`config.mk`:
```
export PLATFORM = sky130hd
export DESIGN_NAME = multi_channel_loop_agen_flat
export DESIGN_NICKNAME = d
export VERILOG_FILES = /design/src/rtl/multi_channel_loop_agen_if.sv /design/src/rtl/multi_channel_loop_agen.sv /design/src/flat_wrapper.sv
export SDC_FILE = /design/constraint.sdc
export NUM_CORES = 2
export LEC_CHECK = 0
export CELL_PAD_IN_SITES_DETAIL_PLACEMENT = 0
export CELL_PAD_IN_SITES_GLOBAL_PLACEMENT = 1
export CORE_UTILIZATION = 46
export DETAILED_ROUTE_END_ITERATION = 12
export GPL_ROUTABILITY_DRIVEN = 0
export PLACE_DENSITY = 0.85
export RECOVER_POWER = 50
export SYNTH_ARGS = -nofsm -noshare
export SYNTH_HDL_FRONTEND = slang
export SYNTH_SLANG_ARGS = --single-unit
```
`constraint.sdc`:
```
create_clock -name clk -period 24.7 [get_ports clk]
set_input_delay 4.94 -clock clk [delete_from_list [all_inputs] [get_ports clk]]
set_output_delay 4.94 -clock clk [all_outputs]
set_load 0.02 [all_outputs]
```
`src/rtl/multi_channel_loop_agen_if.sv`:
```
// Bus bundle for multi_channel_loop_agen: configuration and start from the decoder,
// address tuples with valid/ready toward the scratchpad ports.
interface multi_channel_loop_agen_if #(
    parameter int NUM_LOOPS      = 7,
    parameter int LOG_NUM_LOOPS  = 3,
    parameter int NUM_CH         = 2,
    parameter int ADDRESS_WIDTH  = 32,
    parameter int STRIDE_WIDTH   = 32,
    parameter int NUM_ITER_WIDTH = 16
);
    logic                                       start;
    logic                                       abort;
    logic [LOG_NUM_LOOPS-1:0]                   depth;
    logic [NUM_LOOPS*NUM_ITER_WIDTH-1:0]        num_iter;
    logic [NUM_CH*ADDRESS_WIDTH-1:0]            base;
    logic [NUM_CH*NUM_LOOPS*STRIDE_WIDTH-1:0]   stride;
    logic [NUM_CH*ADDRESS_WIDTH-1:0]            addr_out;
    logic                                       addr_valid;
    logic                                       addr_ready;
    logic                                       addr_last;
    logic                                       busy;
    logic                                       done;
    logic [31:0]                                stall_cnt;

    modport master (
        input  start, abort, depth, num_iter, base, stride, addr_ready,
        output addr_out, addr_valid, addr_last, busy, done, stall_cnt
    );

    modport slave (
        output start, abort, depth, num_iter, base, stride, addr_ready,
        input  addr_out, addr_valid, addr_last, busy, done, stall_cnt
    );
endinterface

```
`src/rtl/multi_channel_loop_agen.sv`:
```
// Multi-channel nested-loop address generator with valid/ready output.
// Optional back-pressure counter: define MULTI_CHANNEL_LOOP_AGEN_STALL_CNT_EN.
module multi_channel_loop_agen #(
    parameter int NUM_LOOPS      = 7,
    parameter int LOG_NUM_LOOPS  = 3,
    parameter int NUM_CH         = 2,
    parameter int ADDRESS_WIDTH  = 32,
    parameter int STRIDE_WIDTH   = 32,
    parameter int NUM_ITER_WIDTH = 16
) (
    input  logic                      clk,
    input  logic                      reset,
    multi_channel_loop_agen_if.master bus
);
    localparam int LVL_W = (NUM_LOOPS > 1) ? $clog2(NUM_LOOPS) : 1;

    typedef logic [ADDRESS_WIDTH-1:0]  addr_t;
    typedef logic [NUM_ITER_WIDTH-1:0] iter_t;
    typedef enum logic {IDLE, RUN} state_t;

    state_t                 state_q, state_d;
    logic [NUM_LOOPS-1:0]   act_q, act_d, act_in;
    logic [LVL_W-1:0]       inner_q, inner_d, inner_in;
    logic [LOG_NUM_LOOPS-1:0] depth_in;
    iter_t                  max_q  [NUM_LOOPS];
    iter_t                  max_in [NUM_LOOPS];
    addr_t                  stride_q [NUM_CH][NUM_LOOPS];
    iter_t                  iter_q [NUM_LOOPS];
    iter_t                  iter_d [NUM_LOOPS];
    addr_t                  run_q [NUM_CH][NUM_LOOPS];
    addr_t                  run_d [NUM_CH][NUM_LOOPS];
    logic                   last_q, last_d;
    logic                   done_q, done_d;
    logic                   load;

    assign load     = (state_q == IDLE) && bus.start;
    assign depth_in = bus.depth;

    // Effective depth is clamped to 1..NUM_LOOPS; a zero count behaves as one.
    always_comb begin
        int unsigned d;
        iter_t       n;
        d = 32'(depth_in);
        if (d == 0)
            d = 1;
        else if (d > NUM_LOOPS)
            d = NUM_LOOPS;
        inner_in = LVL_W'(d - 1);
        for (int i = 0; i < NUM_LOOPS; i++) begin
            n         = bus.num_iter[i*NUM_ITER_WIDTH +: NUM_ITER_WIDTH];
            act_in[i] = (i < int'(d));
            max_in[i] = (n == '0) ? '0 : n - iter_t'(1);
        end
    end

    // NOTE: configuration registers have no reset; they are only read in RUN,
    // which can only be entered through a load.
    always_ff @(posedge clk) begin
        if (load) begin
            max_q <= max_in;
            for (int c = 0; c < NUM_CH; c++)
                for (int i = 0; i < NUM_LOOPS; i++)
                    stride_q[c][i] <= ADDRESS_WIDTH'($signed(
                        bus.stride[(c*NUM_LOOPS+i)*STRIDE_WIDTH +: STRIDE_WIDTH]));
        end
    end

    // NOTE: combinational blocks use blocking assignments with every output
    // defaulted first, so no path leaves a value unassigned and no latch forms.
    always_comb begin
        int k;
        state_d = state_q;
        act_d   = act_q;
        inner_d = inner_q;
        iter_d  = iter_q;
        run_d   = run_q;
        done_d  = 1'b0;
        k       = 0;
        case (state_q)
            IDLE: begin
                if (bus.start) begin
                    state_d = RUN;
                    act_d   = act_in;
                    inner_d = inner_in;
                    for (int i = 0; i < NUM_LOOPS; i++) begin
                        iter_d[i] = '0;
                        for (int c = 0; c < NUM_CH; c++)
                            run_d[c][i] = bus.base[c*ADDRESS_WIDTH +: ADDRESS_WIDTH];
                    end
                end
            end
            RUN: begin
                if (bus.abort) begin
                    state_d = IDLE;
                    done_d  = 1'b1;
                end else if (bus.addr_ready) begin
                    if (last_q) begin
                        state_d = IDLE;
                        done_d  = 1'b1;
                    end else begin
                        // Innermost active level that can still advance; deeper ones restart.
                        for (int i = 0; i < NUM_LOOPS; i++)
                            if (act_q[i] && iter_q[i] != max_q[i])
                                k = i;
                        for (int i = 0; i < NUM_LOOPS; i++) begin
                            if (i == k) begin
                                iter_d[i] = iter_q[i] + iter_t'(1);
                                for (int c = 0; c < NUM_CH; c++)
                                    run_d[c][i] = run_q[c][i] + stride_q[c][i];
                            end else if (i > k) begin
                                iter_d[i] = '0;
                                for (int c = 0; c < NUM_CH; c++)
                                    run_d[c][i] = run_q[c][k] + stride_q[c][k];
                            end
                        end
                    end
                end
            end
            default: state_d = IDLE;
        endcase

        last_d = (state_d == RUN);
        for (int i = 0; i < NUM_LOOPS; i++)
            if (act_d[i] && iter_d[i] != (load ? max_in[i] : max_q[i]))
                last_d = 1'b0;
    end

    // NOTE: the running-address array is reset because addr_out is decoded
    // from it and must read zero out of reset.
    always_ff @(posedge clk or posedge reset) begin
        if (reset) begin
            state_q <= IDLE;
            act_q   <= '0;
            inner_q <= '0;
            last_q  <= 1'b0;
            done_q  <= 1'b0;
            for (int i = 0; i < NUM_LOOPS; i++) begin
                iter_q[i] <= '0;
                for (int c = 0; c < NUM_CH; c++)
                    run_q[c][i] <= '0;
            end
        end else begin
            state_q <= state_d;
            act_q   <= act_d;
            inner_q <= inner_d;
            last_q  <= last_d;
            done_q  <= done_d;
            iter_q  <= iter_d;
            run_q   <= run_d;
        end
    end

    assign bus.addr_valid = (state_q == RUN);
    assign bus.busy       = (state_q == RUN);
    assign bus.addr_last  = last_q;
    assign bus.done       = done_q;

    for (genvar c = 0; c < NUM_CH; c++) begin : g_out
        assign bus.addr_out[c*ADDRESS_WIDTH +: ADDRESS_WIDTH] = run_q[c][inner_q];
    end

`ifdef MULTI_CHANNEL_LOOP_AGEN_STALL_CNT_EN
    logic [31:0] stall_q;

    always_ff @(posedge clk or posedge reset) begin
        if (reset)
            stall_q <= '0;
        else if (load)
            stall_q <= '0;
        else if (state_q == RUN && !bus.addr_ready && stall_q != '1)
            stall_q <= stall_q + 32'd1;
    end

    assign bus.stall_cnt = stall_q;
`else
    assign bus.stall_cnt = '0;
`endif
endmodule

```
`src/flat_wrapper.sv`:
```
// flat-port wrapper written by rule: the top's interface ports become plain ports
module multi_channel_loop_agen_flat 
#(
    parameter int NUM_LOOPS      = 7,
    parameter int LOG_NUM_LOOPS  = 3,
    parameter int NUM_CH         = 2,
    parameter int ADDRESS_WIDTH  = 32,
    parameter int STRIDE_WIDTH   = 32,
    parameter int NUM_ITER_WIDTH = 16
)
  (clk, reset, bus_start, bus_abort, bus_depth, bus_num_iter, bus_base, bus_stride, bus_addr_ready, bus_addr_out, bus_addr_valid, bus_addr_last, bus_busy, bus_done, bus_stall_cnt);
  multi_channel_loop_agen_if #(.NUM_LOOPS(NUM_LOOPS), .LOG_NUM_LOOPS(LOG_NUM_LOOPS), .NUM_CH(NUM_CH), .ADDRESS_WIDTH(ADDRESS_WIDTH), .STRIDE_WIDTH(STRIDE_WIDTH), .NUM_ITER_WIDTH(NUM_ITER_WIDTH)) bus_i ();
  input  logic clk;
  input  logic reset;
  input wire logic [$bits(bus_i.start)-1:0] bus_start;
  input wire logic [$bits(bus_i.abort)-1:0] bus_abort;
  input wire logic [$bits(bus_i.depth)-1:0] bus_depth;
  input wire logic [$bits(bus_i.num_iter)-1:0] bus_num_iter;
  input wire logic [$bits(bus_i.base)-1:0] bus_base;
  input wire logic [$bits(bus_i.stride)-1:0] bus_stride;
  input wire logic [$bits(bus_i.addr_ready)-1:0] bus_addr_ready;
  output wire logic [$bits(bus_i.addr_out)-1:0] bus_addr_out;
  output wire logic [$bits(bus_i.addr_valid)-1:0] bus_addr_valid;
  output wire logic [$bits(bus_i.addr_last)-1:0] bus_addr_last;
  output wire logic [$bits(bus_i.busy)-1:0] bus_busy;
  output wire logic [$bits(bus_i.done)-1:0] bus_done;
  output wire logic [$bits(bus_i.stall_cnt)-1:0] bus_stall_cnt;
  assign bus_i.start = bus_start;
  assign bus_i.abort = bus_abort;
  assign bus_i.depth = bus_depth;
  assign bus_i.num_iter = bus_num_iter;
  assign bus_i.base = bus_base;
  assign bus_i.stride = bus_stride;
  assign bus_i.addr_ready = bus_addr_ready;
  assign bus_addr_out = bus_i.addr_out;
  assign bus_addr_valid = bus_i.addr_valid;
  assign bus_addr_last = bus_i.addr_last;
  assign bus_busy = bus_i.busy;
  assign bus_done = bus_i.done;
  assign bus_stall_cnt = bus_i.stall_cnt;
  multi_channel_loop_agen #(.NUM_LOOPS(NUM_LOOPS), .LOG_NUM_LOOPS(LOG_NUM_LOOPS), .NUM_CH(NUM_CH), .ADDRESS_WIDTH(ADDRESS_WIDTH), .STRIDE_WIDTH(STRIDE_WIDTH), .NUM_ITER_WIDTH(NUM_ITER_WIDTH)) u_core (.clk(clk), .reset(reset), .bus(bus_i));
endmodule
```
==> flow_metrics.py <==
metrics = {
    "yosys": {
        "ys_ff_latch": 1133,
        "syn_area_um2": 85400,
        "ys.flop_type": "dfrtp_1",
        "netlist_instances": 9733,
        "synth-async-reset-ratio_pct": 50.6,
        "yosys_warnings": 0,
        "synth-seq-area-share_pct": 36.5,
        "synth.distinct_cells": 95,
        "synth_edf_count": 560,
        "avgSynthCellArea_um2": 8.78,
    },
    "worst_setup_path": {
        "path_max_fanout": 66,
        "end_kind": "flip-flop",
        "crit_type": "input port to flip-flop",
        "crit_arrival_ns": 17.59,
        "worstPathRequired_ns": 25.46,
        "start_kind": "input port",
    },
    "sta": {
        "relSlewSlack_pct": -221,
        "worst_slack_ns": 7.87,
        "fmax_ghz": 0.0594,
        "finalSetupTns_ns": 0,
        "finalCritPeriodShare_pct": 68.1,
        "finalHoldViolations": 0,
        "slew_violations": 1002,
        "finalHoldWorstSlack_ns": 0.484,
        "worstMarginPinSlew_ns": 4.81,
        "rsz0062_at_grt": "false",
        "final-setup-viol-count": 0,
        "fin_crit_ns": 16.83,
        "skew_ns": 0.0410,
    },
    "floorplan": {
        "io_pins": 732,
        "dieArea_um2": 187000,
        "die_h_um": 433,
        "rows": 157,
        "initial_core_util_pct": 46.5,
        "core_um2": 184000,
        "die_w_um": 433,
    },
    "clock_network": {
        "cts_buffer_depth": 3,
        "ctsHoldBuffers": 0,
        "post_cts_resized": 0,
        "postCtsSetupRepairBufs": 0,
        "htree_levels": 4,
        "cts_root_buffer": "clkbuf_16",
        "cts_sinks": 1133,
        "clk_latency_ns": 0.84,
        "cts_buffers": 139,
        "tritoncts": "done",
        "clk_pin_slew_ns": 0.06,
    },
    "power_and_ir_drop": {
        "switching_share_pct": 49.1,
        "power_frac_seq_pct": 23.2,
        "power_density_nw_per_um2": 132,
        "power.switching_mw": 6.43,
        "leakage_nw": 39.7,
        "clkPwrFrac_pct": 16.6,
        "p_int_mw": 6.65,
        "peakVddDrop_mv": 0.0815,
        "combPwrFrac_pct": 60.3,
        "report.power.total_mw": 13.1,
    },
    "grt": {
        "grt_pass1_vias": 80600,
        "grt_usage_pct": 38.7,
        "grt_pass1_wl_um": 538000,
        "grt_max_degree": 151,
        "overflow": 0,
        "grt_antenna_before_repair": 16,
    },
    "drt": {
        "drt_iter0_drc": 11500,
        "first_pass_iters": 8,
        "wl_per_cell_um": 29.3,
        "via_per_inst": 6.70,
        "ant_nets": 0,
        "num_vias": 85500,
        "drc": 0,
        "drt-total-wl_um": 374000,
    },
    "place": {
        "portBuffers": 699,
        "hpwl_um": 269000,
        "dp.cells": 12500,
        "dp_slack_ns": 14.35,
    },
    "finish": {
        "area_growth_pct": 16.2,
        "final_cells": 12800,
        "drive_gt1_share_pct": 5.01,
        "fillers": 16600,
        "num-nets-final": 11300,
    },
    "worst_hold_path": {
        "worstHoldPathType": "flip-flop to flip-flop",
    },
    "status": {
        "violations": "max-capacitance violations, max-slew violations",
        "outcome": "finished, violations left",
    },
    "flow_run": {
        "maxCapViolCount": 19,
    },
}
routing by layer:
metal | up-vias | track usage [%] | wire, um
met5 | - | 0 | 90
met2 | 6093 | 57.4 | 159000
met1 | 40800 | 47.8 | 137000
li1 | 37000 | - | -
met4 | 14 | 30.8 | 35700
met3 | 1534 | 9.57 | 42700
metrics by stage:
stage                     utilization (%)  area (um^2)
after floorplan                         -        85500
after global placement               51.6        94700
after detailed placement             51.6        94700
after CTS                            54.1        99400
after global routing                 54.1        99300
final                                54.1        99300
critical path, stage by stage:
cell and delay (ns):
buf_2 0.09, clkbuf_1 0.98, nand2_1 1.99, clkinvlp_2 3.38, nor2_1 0.82, clkbuf_1 2.78
a21oi_4 0.34, buf_4 0.46, nand2_1 0.14, a211o_1 0.15, o2111a_1 0.17, o2111ai_1 0.13
nor4_1 0.30, o2111ai_1 0.19, a222oi_1 0.33, and4_1 0.22
power by group through the flow:
stage | logic, mW | registers (mW) | clock network (mW)
finish | 7.88 | 3.03 | 2.17
CTS | 7.64 | 2.98 | 2.17
global placement | 7.44 | 3.00 | 0
detailed placement | 7.59 | 3.02 | 0
global route | 8.44 | 3.05 | 2.24
floorplan | 5.35 | 2.82 | 0
path summary, 6_finish.rpt:
check / cells past startpoint / end / startpoint / slack, ns
worst min-delay path: 1 / u_core.act_q[0] / u_core.act_q[0] / 0.48
max in group asynchronous: 4 / u_core.run_q[418] / reset / 10.53
worst min register to register: 1 / u_core.act_q[0] / u_core.act_q[0] / 0.48
min in group asynchronous: 2 / u_core.run_q[211] / reset / 5.96
worst max-delay path: 16 / u_core.bus.addr_last / bus_start / 7.87
worst max register to register: 15 / u_core.bus.addr_last / u_core.bus.addr_valid / 12.03
state kept, by name (all words and copies together), names as in the netlist:
signal and count:
u_core.bus.addr_valid 1, u_core.stride_q 448, u_core.max_q 112, u_core.bus.done 1
u_core.act_q 7, u_core.run_q 448, u_core.inner_q 3, u_core.iter_q 112
u_core.bus.addr_last 1
logic make-up after synthesis:
family	count (synthesis)	synth area share, %
AO/OA/AOI/OAI	3214	24.4
XOR/XNOR	672	6.89
adder cells (fa/ha/maj)	535	7.98
buffers and inverters	754	3.50
flip-flops	1133	36.5
multiplexers	281	4.29
other	1	0.00439
AND/OR/NAND/NOR	3143	16.5
cell usage in the layout (no fill, tap or decap), types with 211 or more instances in the layout:
cell type	instances
a21o_1	313
nor2_1	792
dfrtp_1	570
clkdlybuf4s50_1	238
dlygate4sd3_1	460
nand2_1	1284
xor2_1	211
o21ai_0	592
nand3_1	228
a21oi_1	990
ha_1	519
xnor2_1	461
edfxtp_1	560
cell type report:
class | instances | area [um^2] | share of cell area [%]
diodes | 6 | 15.0 | 0.0151
clock buffers | 188 | 3910 | 3.94
repair buffers | 827 | 7950 | 8.01
flip-flops and latches | 1133 | 31200 | 31.4
well taps | 2464 | 3080 | 3.10
inverters | 202 | 766 | 0.771
clock inverters | 68 | 753 | 0.759
multi-input cells | 7877 | 51600 | 52.0
Yosys cell counts (all sizes together) (60+ instances only):
cell    count  area share (%)
nand2    1296             5.7
a21oi     993             5.8
nor2      804             3.5
o21ai     596             3.5
dfrtp     573              17
edfxtp    560              20
ha        519             7.6
xnor2     461             4.7
clkbuf    457             2.0
a21o      313             2.8
nand3     228             1.3
nor3      211             1.2
xor2      211             2.2
inv       201            0.88
a211oi    180             1.6
mux2i     179             2.1
o211ai    128             1.1
a311oi    121             1.2
o31ai     117             1.0
buf        95            0.61
nand2b     91            0.67
and3       90            0.66
o21a       90            0.79
nor2b      89            0.65
o221ai     80            0.82
a22o       73            0.75
a31oi      69            0.51
a22oi      68            0.60
or3        67            0.49
nand4      66            0.49
o21bai     66            0.58
mux4       64             1.7
nor4       60            0.48
Power figures use the tool's default switching activity.
